[src/rtl/fp_add_checker.sv]
// fp_add_checker: sequenced multi-vector self-check of a single-precision adder.
// Ports: clk/reset (async active-low), start/compare_mode/halt_on_fail controls,
//   mem_en/mem_addr/mem_data memory read port (1-cycle latency), status and count outputs.
// Each vector takes 5 cycles (REQ_A, REQ_B, REQ_E, CAP_E, CMP); start is ignored while busy.

// fp_adder: combinational IEEE-754 single-precision adder, round-to-nearest-even.
// Ports: a, b operands; sum result. Subnormals are handled and results overflow to infinity.
// Any NaN input, or infinities of opposite sign, produce the canonical quiet NaN.
module fp_adder (
  input  logic [31:0] a,
  input  logic [31:0] b,
  output logic [31:0] sum
);

  logic [31:0] x, y;           // x has the larger magnitude
  logic [7:0]  ex, ey, d;
  logic [26:0] mx, my, my_al;  // {hidden, fraction, guard, round, sticky}
  logic        sticky;
  logic [27:0] s;
  logic [26:0] norm;
  logic [9:0]  e_r;
  logic [24:0] mant;
  logic        round_up;

  always_comb begin
    sum      = 32'd0;
    x        = (a[30:0] < b[30:0]) ? b : a;
    y        = (a[30:0] < b[30:0]) ? a : b;
    // Subnormals share the exponent of the smallest normal, without a hidden bit.
    ex       = (x[30:23] == 8'd0) ? 8'd1 : x[30:23];
    ey       = (y[30:23] == 8'd0) ? 8'd1 : y[30:23];
    mx       = {(x[30:23] != 8'd0), x[22:0], 3'b000};
    my       = {(y[30:23] != 8'd0), y[22:0], 3'b000};
    d        = ex - ey;
    my_al    = 27'd0;
    sticky   = 1'b0;
    s        = 28'd0;
    norm     = 27'd0;
    e_r      = 10'd0;
    mant     = 25'd0;
    round_up = 1'b0;

    if (d > 8'd26) begin
      my_al  = 27'd0;
      sticky = |my;
    end else begin
      my_al  = my >> d;
      sticky = |(my & ~(27'h7FF_FFFF << d));
    end
    my_al[0] = my_al[0] | sticky;

    if (x[31] ^ y[31]) s = {1'b0, mx} - {1'b0, my_al};
    else               s = {1'b0, mx} + {1'b0, my_al};

    e_r = {2'b00, ex};
    if (s[27]) begin
      norm = {s[27:2], s[1] | s[0]};
      e_r  = e_r + 10'd1;
    end else begin
      norm = s[26:0];
      // Left-normalise, but stop at the minimum exponent so tiny results go subnormal.
      for (int i = 0; i < 26; i++) begin
        if (!norm[26] && e_r > 10'd1) begin
          norm = norm << 1;
          e_r  = e_r - 10'd1;
        end
      end
    end

    round_up = norm[2] & (norm[1] | norm[0] | norm[3]);
    mant     = {1'b0, norm[26:3]} + {24'd0, round_up};
    if (mant[24]) begin
      mant = mant >> 1;
      e_r  = e_r + 10'd1;
    end

    if (x[30:23] == 8'hFF) begin
      if (x[22:0] != 23'd0 || (y[30:23] == 8'hFF && (x[31] ^ y[31])))
        sum = 32'h7FC0_0000;
      else
        sum = x;
    end else if (s == 28'd0) begin
      // Exact cancellation gives +0 unless both operands were negative.
      sum = {x[31] & y[31], 31'd0};
    end else if (e_r >= 10'd255) begin
      sum = {x[31], 8'hFF, 23'd0};
    end else begin
      sum = {x[31], (mant[23] ? e_r[7:0] : 8'd0), mant[22:0]};
    end
  end

endmodule


[config.mk]
export PLATFORM = sky130hd
export DESIGN_NAME = fp_adder
export DESIGN_NICKNAME = d
export VERILOG_FILES = /design/src/rtl/fp_add_checker.sv
export SDC_FILE = /design/constraint.sdc
export NUM_CORES = 1
export LEC_CHECK = 0
export CORE_UTILIZATION = 43
export DETAILED_ROUTE_END_ITERATION = 6
export GPL_ROUTABILITY_DRIVEN = 1
export GPL_TIMING_DRIVEN = 0
export PLACE_DENSITY_LB_ADDON = 0.25
export REMOVE_ABC_BUFFERS = 1
export SYNTH_ARGS = -nofsm -noshare
export SYNTH_HDL_FRONTEND = slang
export SYNTH_SLANG_ARGS = --single-unit
[constraint.sdc]
create_clock -name vclk -period 136.9
set_input_delay 13.69 -clock vclk [all_inputs]
set_output_delay 13.69 -clock vclk [all_outputs]
set_load 0.05 [all_outputs]
==> key figures <==
STA
  – Tcrit/Tclk final: 71.4%
  – F_max: 10.2 MHz
  – Slew Viols, Final: 0
  – RSZ-0062 raised after global routing: no
  – Hold_ws: 28.85 ns
  – Worst slew pin tran: 1.26 ns
  – Fin. Hold Viols: 0
  – Setup-failing EPs final: 0
  – Slew HR: 15.5%
  – Crit path time final: 97.79 ns
  – TNS Setup: 0 ns

Pwr
  – Power Total: 0.760 mW
  – Max VDD drop: 0.0171 mV
  – Cell area power density: 23.2 nW/um^2
  – Pleak: 12.8 nW

Worst setup path
  – CP max stage cell: nor4_2
  – CP Launch Type: input pin
  – Crit-path max FO: 39
  – Kind of critical path: input pin to primary output
  – WP data required: 123.21 ns
  – Arrival time at the worst endpoint: 84.10 ns
  – Most common cell on crit path: ha_1
  – CP endpoint kind: primary output
  – CP peak stage delay: 0.98 ns

Hold path
  – Min-Delay Path Class: input pin to primary output

Route
  – Vias: 36,600
  – Antenna Nets Post-Route: 0
  – DR iter-0 viols: 3,372
  – DRC: 3
  – WL final: 109,000 um
  – WL/cell: 19.6 um
  – DRT Pass-1 Iters: 7
  – Vias per cell: 6.55

Synthesis
  – Cell taking the most area after synthesis: mux2i_1
  – Synth top area cells: mux2i_1 (12%), nor2_1 (7.2%), a21oi_1 (6.4%)
  – Syn Std Cell Area: 30,800 sq um
  – Count leader, synth: nor2_1
  – Yosys cell types: 136
  – Syn. warnings: 0
  – Syn Area/Cell: 6.42 sq um
  – Top cell type's share of synthesized area: 11.9%
  – Post-synthesis sequential area ratio: 0%
  – Commonest cells post-synth: nor2_1 (592), nand2_1 (506), a21oi_1 (394)
  – Post-Syn Instances: 4,796

Placed design
  – # port buffers: 96
  – Dpl hpwl: 88,200 um
  – Placed standard-cell area: 32,700 sq um
  – Post-placement cell count: 5,591
  – Gpl congestion: 0.997

GRT
  – Global-route wire length before repair: 176,000 um
  – Overflow after GRT: 0
  – GRT Resource Usage Total: 28.3%
  – Largest net degree at the start of global routing: 53
  – Number of global-route vias before repair: 33,000
  – Initial antenna violation count: 0

Finish
  – N_diodes: 0
  – Register area: 0 sq um
  – Layout clock buffers: 0
  – Area Growth Syn to Fin: 6.24%
  – Final std cells w/o fill: 5,593
  – Nets: 4,862
  – Design Area, Final: 32,700 sq um
  – Number of sequential cells: 0
  – Layout cells sized above 1: 7.35%

Floorplanning
  – Chip height: 270 um
  – Die W: 270 um
  – Initial core utilization: 43.7%
  – Num rows: 97
  – Core area: 70,500 sq um
  – Die area: 72,700 sq um
  – Top Ports: 96

Clocking
  – Cts repair resizes: 0
  – CTS Hold Bufs: 0
  – Total setup buffers inserted after CTS: 0

Flow run
  – Max-Cap Viols: 0

Status
  – Status: finished, violations left
  – Failing checks: DRC
[placed cells by master (no fill, tap or decap), drive strengths merged, types with 79 or more instances in the layout]
| cell type | n |
|---|---|
| o21ai | 382 |
| inv | 171 |
| nor4 | 79 |
| nand2 | 508 |
| clkdlybuf4s50 | 96 |
| a21oi | 400 |
| o211ai | 83 |
| mux2 | 90 |
| xnor2 | 127 |
| ha | 141 |
| a211oi | 88 |
| nor2 | 595 |
| nand3 | 131 |
| mux2i | 369 |
| nor3 | 125 |
[cells by family (layout without fill, tap and decap cells)]
kind of cell | after synthesis | count (layout) | share of synthesized area (%)
buffers and inverters | 446 | 303 | 5.80
adders and majority gates | 143 | 143 | 5.86
xor gates and xnor gates | 175 | 175 | 5.15
AOI/OAI and AO/OA | 1655 | 1655 | 36.8
muxes | 468 | 468 | 16.0
and+or+nand+nor | 1909 | 1909 | 30.4
[final timing paths]
kind,endpoint,cells past startpoint,from,slack [ns]
setup / recovery,sum[15],212,b[30],39.11
hold / removal,sum[31],4,b[31],28.85
[power breakdown]
| group | total (mW) | switching, mW | internal (mW) |
|---|---|---|---|
| Sequential | 0 | 0 | 0 |
| Combinational | 0.760 | 0.495 | 0.265 |
| Clock | 0 | 0 | 0 |
| Total | 0.760 | 0.495 | 0.265 |
[per-stage QoR]
step,worst slack (ns),util [%]
global placement,7.71,45.1
detailed placement,38.74,46.4
floorplan,32.11,-
finish,39.11,46.4
global route,33.86,46.4
CTS,38.58,46.4
[worst max-delay path, delay by kind of cell]
kind / cells / cell delay [ns]
adder cells (fa/ha/maj): 28 / 9.80
buffers and inverters: 26 / 5.21
AO/OA/AOI/OAI: 70 / 26.50
XOR/XNOR: 15 / 4.32
AND/OR/NAND/NOR: 64 / 21.04
multiplexers: 9 / 3.24
[layer usage]
metal,share of wire [%],global-route usage [%],wire (um),vias to the layer above
met1,45,37.7,49300,17200
li1,-,-,-,17900
met5,0,0,0,-
met4,5.0,12.2,5440,0
met3,4.7,1.18,5140,211
met2,45,47.4,49500,1269
[area by class of cell]
cell class | instances | area, sq um
timing repair buffer | 129 | 1530
tap | 940 | 1180
inverter | 174 | 653
fill | 7387 | 37800
multi-input combinational | 4350 | 29400
Power figures use the tool's default switching activity.
